## src/rtl/simd_fetch_ctrl.sv

```systemverilog
// Instruction sequencer for the SIMD core: owns the PC, fetches from a combinational ROM,
// resolves JMP/HLT locally and issues other words over valid/ready. Optional: SINGLE_STEP_EN.
module simd_fetch_ctrl #(
    parameter logic [7:0] START_ADDR = 8'h00,
    parameter logic [3:0] OP_JMP     = 4'b1111,
    parameter logic [3:0] OP_HLT     = 4'b1110
) (
    input  logic        clk,
    input  logic        rst_n,
    input  logic        start,
`ifdef SINGLE_STEP_EN
    input  logic        step_mode,
    input  logic        step,
`endif
    output logic [7:0]  rom_addr,
    input  logic [15:0] rom_data,
    output logic [15:0] instr,
    output logic        instr_valid,
    input  logic        instr_ready,
    output logic [7:0]  pc,
    output logic        busy,
    output logic        halted
);

    typedef enum logic [1:0] {
        IDLE  = 2'd0,
        FETCH = 2'd1,
        ISSUE = 2'd2,
        HALT  = 2'd3
    } state_t;

    state_t      state, state_d;
    logic [7:0]  pc_d;
    logic [15:0] instr_d;
    logic [3:0]  opcode;
    logic        advance;

    assign opcode   = rom_data[15:12];
    assign rom_addr = pc;

`ifdef SINGLE_STEP_EN
    // In step mode an issuable word waits in FETCH for a step pulse.
    assign advance = !step_mode || step;
`else
    assign advance = 1'b1;
`endif

    // NOTE: sequential state uses non-blocking assignments so every register
    // samples the pre-edge values and simulation order cannot change the result.
    always_ff @(posedge clk or negedge rst_n) begin
        if (!rst_n) begin
            state <= IDLE;
            pc    <= START_ADDR;
            instr <= 16'h0000;
        end else begin
            state <= state_d;
            pc    <= pc_d;
            instr <= instr_d;
        end
    end

    // NOTE: every output of this block gets a default first so no path
    // through the case leaves a value unassigned and infers a latch.
    always_comb begin
        state_d = state;
        pc_d    = pc;
        instr_d = instr;
        unique case (state)
            IDLE, HALT: begin
                if (start) begin
                    pc_d    = START_ADDR;
                    state_d = FETCH;
                end
            end
            FETCH: begin
                if (opcode == OP_JMP) begin
                    pc_d = rom_data[7:0];
                end else if (opcode == OP_HLT) begin
                    state_d = HALT;
                end else if (advance) begin
                    instr_d = rom_data;
                    state_d = ISSUE;
                end
            end
            ISSUE: begin
                if (instr_ready) begin
                    pc_d    = pc + 8'd1;
                    state_d = FETCH;
                end
            end
            default: state_d = IDLE;
        endcase
    end

    // Valid is a pure decode of ISSUE, so it drops together with an async reset.
    always_comb begin
        busy        = 1'b0;
        halted      = 1'b0;
        instr_valid = 1'b0;
        unique case (state)
            FETCH:   busy = 1'b1;
            ISSUE: begin
                busy        = 1'b1;
                instr_valid = 1'b1;
            end
            HALT:    halted = 1'b1;
            default: ;
        endcase
    end

endmodule

```

## config.mk

```make
export PLATFORM = sky130hd
export DESIGN_NAME = simd_fetch_ctrl
export DESIGN_NICKNAME = d
export VERILOG_FILES = /design/src/rtl/simd_fetch_ctrl.sv
export SDC_FILE = /design/constraint.sdc
export NUM_CORES = 1
export LEC_CHECK = 0
export CAP_MARGIN = 20
export CORE_MARGIN = 5
export CORE_UTILIZATION = 60
export CTS_BUF_LIST = sky130_fd_sc_hd__clkbuf_4
export DETAILED_ROUTE_END_ITERATION = 6
export DONT_BUFFER_PORTS = 1
export GPL_ROUTABILITY_DRIVEN = 0
export HOLD_SLACK_MARGIN = 0.05
export MAX_ROUTING_LAYER = met4
export PLACE_DENSITY = 0.76
export SYNTH_ARGS = -nofsm -noshare
export SYNTH_HDL_FRONTEND = slang
export SYNTH_SLANG_ARGS = --single-unit
```

## constraint.sdc

```tcl
create_clock -name clk -period 5 [get_ports clk]
set_clock_uncertainty 0.2 [all_clocks]
set_input_delay 0.5 -clock clk [delete_from_list [all_inputs] [get_ports clk]]
set_output_delay 0.5 -clock clk [all_outputs]
set_load 0.005 [all_outputs]
```

**Word-level counts from Yosys, hierarchy flattened**

Index checks and enable logic that the tools add are counted.

- Flip-flop bits (word level): 26
- Bits of input ports: 20
- Output and inout port bits: 35

- Add/subtract/negate cells: 1
- Equal/unequal tests: 9
- Mux-type cells: 12
- Bitwise gates (word level): 2
- Reduce and logical (&&, ||, !) cells: 6

Operators by type and width:

| kind | count |
|---|---|
| 8-bit two-way mux | 3 |
| 8-bit case mux with 3 select lines | 1 |
| 3-bit AND reduction | 3 |
| 8-bit by 1-bit adder with 8-bit output (second input constant) | 1 |
| 4-bit == test (second input constant) | 2 |
| 2-bit != test (second input constant) | 4 |
| 2-bit two-way mux | 3 |
| 2-bit case mux with 3 select lines | 1 |
| 2-bit == test (second input constant) | 2 |
| 1-bit two-way mux | 4 |
| 2-bit OR reduction | 2 |
| 2-bit by 1-bit == test with 1-bit output (second input constant) | 1 |
| 2-bit logical NOT | 1 |
| 1-bit NOT | 2 |

**Logic depth before layout (Yosys ltp)**

- Word-level depth: 4
- Depth in mapped cells: 8

**Least setup slack after synthesis**

No wires, ideal clock.

- Path kind: flip-flop to flip-flop
- Start point: reg state[0]
- End point: reg pc[4]
- Library setup time: 0.069 ns
- Arrival time: 1.817 ns
- Data required time: 4.731 ns
- Setup slack: 2.914 ns
- Stages on the path, launching flop included: 7
- Period minus slack after synthesis: 2.086 ns
- Cells stage by stage: dfrtp_1 > inv_1 > ha_1 > clkbuf_1 > a221o_1 > or4_1 > nand3_1

- Cells in the longest elaborated chain, start to end: 4

Ends and longest elaborated chain:

| item | RTL line | text |
|---|---|---|
| start: declaration | 32 | `state_t state, state_d;` |
| start signal: assignment | 56 | `state <= state_d;` |
| 2-bit == test / 2-bit logical NOT (equally long branches) | 68 | `unique case (state)` |
| 2-bit OR reduction | 68 |  |
| 2-bit != test (no source line) | - |  |
| 3-bit AND reduction (no source line) | - |  |
| end signal: assignment | 57 | `pc <= pc_d;` |
| end: declaration | 20 | `output logic [7:0] pc,` |

Parallel ways exist; a longest one is shown, timed or not.
A chain may end at the register's enable or synchronous reset.

**Final worst setup path**

Ends and elaborated chain as after synthesis.

==> results.ini <==
[status]
status = finished, final reports clean

[finish]
drive_above_1_share_pct = 15.7
stdcell_area_um2 = 1330
nNetsFinal = 140
insertedDiodeCount = 0
syn_to_final_growth_pct = 0.856

[floorplanning]
die_area_um2 = 3230
initial_core_util_pct = 61.2
coreArea_um2 = 2150
ioPinCount = 55
die_x_um = 56.8
rows = 17
die_h_um = 56.8

[power_and_ir_drop]
p_per_area_nw_per_um2 = 596
swShare_pct = 39.3
power.share.clock_pct = 11.0
vdd_drop_max_uv = 439
sequentialPowerShare_pct = 48.6
power_mw = 0.790
p_leak_nw = 0.583
combPwrFrac_pct = 40.4
p_switching_mw = 0.310
internal_power_mw = 0.480

[timing]
max_freq_mhz = 433
whs_ps = 104
final_max_slew_viol_count = 0
setup_viol = 0
tightestPinTransition_ps = 576
fin_crit_ps = 2310
rsz0062_at_grt = false
worst_slack_ps = 2690
min_period_over_period_pct = 46.2
hold_violations = 0
slew_headroom_pct = 61.5
tns_ps = 0

[critical_path]
crit_required_ps = 5050
worstPathCellList = inv_1, ha_1, a221o_1, or4_1, nand3_1
cpPeakStageDelay_ps = 550
path_class = flop to flop
end_kind = flop
cp_slowest_cell = or4_1
path_max_fanout = 16
critPathLaunchType = flop
crit_arrival_ps = 2360

[synth]
synth-seq-cells = 26
synth_most_common_cell = dfrtp_1
synth_cell_type_count = 31
avgSynthCellArea_um2 = 10.8
synth_compound_area_share_pct = 14.7
synthAdderAreaFrac_pct = 3.81
synth.area.mux_share_pct = 12.0
yosys-top-cells-area = dfrtp_1 49%, mux2_2 12%, buf_4 4.6%
synth_edf_count = 0
synth_xor_area_share_pct = 0
synth-simple-area-share_pct = 11.7
synth_cells = 122
ys_top_cells_by_count = 26 x dfrtp_1, 14 x mux2_2, 9 x a21oi_1
yosys_warnings = 0
synth_area_leader_cell = dfrtp_1
synth_top_area_share_pct = 49.5
syn-cell-area_um2 = 1320
seq_area_frac_synth_pct = 49.5
synthArstFlopShare_pct = 100
syn_nets = 146
synth-main-ff-cell = dfrtp_1
synth_top_family_by_area = compound AO/OA/AOI/OAI gates

[clocking]
clkLatencyLatePin_ps = 310
clock-sinks = 26
cts_made_buffers = 3
htreeDepth = 1
cts_resized = 0
cts_root_buffer = clkbuf_4
clockBufferDepth = 2
ctsHoldBuffers = 2
cts_setup_buffers = 0
tritoncts = yes
cts.clk_slew.worst_paths_ps = 140

[global_route]
grt_max_degree = 27
antenna_found_initial = 0
grt_pass1_vias = 892
track_usage_pct = 17.0
grt-ovfl-total = 0
grt_pass1_wl_um = 4240

[route]
avgViaCountPerCell = 6.30
drt_iter0_drc = 43
routed_wl_um = 2570
drt_pass1_iterations = 4
num_vias = 901
ant_nets = 0
wl_per_cell_um = 18.0
post-route-drc-count = 0

[place]
place_area_um2 = 1270
dp_slack_ps = 2720
dpl.hpwl_um = 1910
io_buffers = 0

[min_path]
hold_class = input pin to flop

[flow_run]
drv_cap = 0

## kinds of logic after synthesis
group / Yosys count
DFF: 26
and+or+nand+nor: 27
adders and majority gates: 4
muxes: 14
buffers and inverters: 21
AOI/OAI and AO/OA: 30
## layout by cell type, fill, tap and decap left out, types with 2 or more instances in the layout
master     n
clkbuf_4   3
nand2_1    5
and4_1     2
a21oi_1    9
a32oi_1    2
o21ai_0    7
inv_1      8
nand3_1    4
o31ai_1    4
nor2b_1    3
ha_1       4
mux2_2    14
nor3b_1    2
nor2_1     4
dfrtp_1   26
a221o_1    2
a22oi_1    2
## flip-flops by register name, summed over array words and instances (netlist names)
signal / cells
instr: 16
pc: 8
state: 2
## power by group through the flow
stage          Clock (mW)  Sequential [mW]  Combinational [mW]
2_1_floorplan           0            0.364               0.293
3_3_place_gp            0            0.387               0.303
3_5_place_dp            0            0.389               0.316
4_1_cts            0.0909            0.385               0.323
5_1_grt             0.104            0.398               0.360
6_report           0.0870            0.384               0.319
## per-layer routing
| layer | GRT usage [%] | vias to the layer above | share of wire (%) |
|---|---|---|---|
| li1 | - | 415 | - |
| met1 | 21.7 | 449 | 42 |
| met2 | 25.7 | 35 | 49 |
| met3 | 5.75 | 2 | 7.7 |
| met4 | 4.97 | 0 | 0.70 |
| met5 | - | - | 0 |
## worst max-delay path: cells and delay by family (launching register included)
kind,cells,cell delay (ps)
adders and majority gates,1,390
AOI/OAI and AO/OA,1,520
DFF,1,430
and+or+nand+nor,2,640
buffers and inverters,1,60
## worst paths after layout
check                           depth (start not counted)         start   endpoint  slack (ps)
max in group asynchronous                               2         rst_n  instr[12]        4040
worst min register to register                          1      instr[4]   instr[4]         350
worst max-delay path                                    5      state[0]      pc[4]        2690
worst max register to register                          5      state[0]      pc[4]        2690
worst min-delay path                                    2  rom_data[15]  instr[15]         100
min in group asynchronous                               2         rst_n      pc[3]         400
## final cells by class
| type | count | area [µm²] |
|---|---|---|
| Clock buffer | 3 | 22.5 |
| Clock inverter | 1 | 3.75 |
| Fill cell | 182 | 822 |
| Inverter | 8 | 30.0 |
| Multi-Input combinational cell | 75 | 554 |
| Sequential cell | 26 | 651 |
| Tap cell | 28 | 35.0 |
| Timing Repair Buffer | 2 | 30.0 |
## per-stage QoR
stage,cells,utilization (%)
after global routing,143,61.7
after detailed placement,137,59.1
final,143,61.7
after global placement,137,59.1
after floorplan,122,-
after CTS,143,61.7
Note: power is estimated with default switching activity, not from simulation.
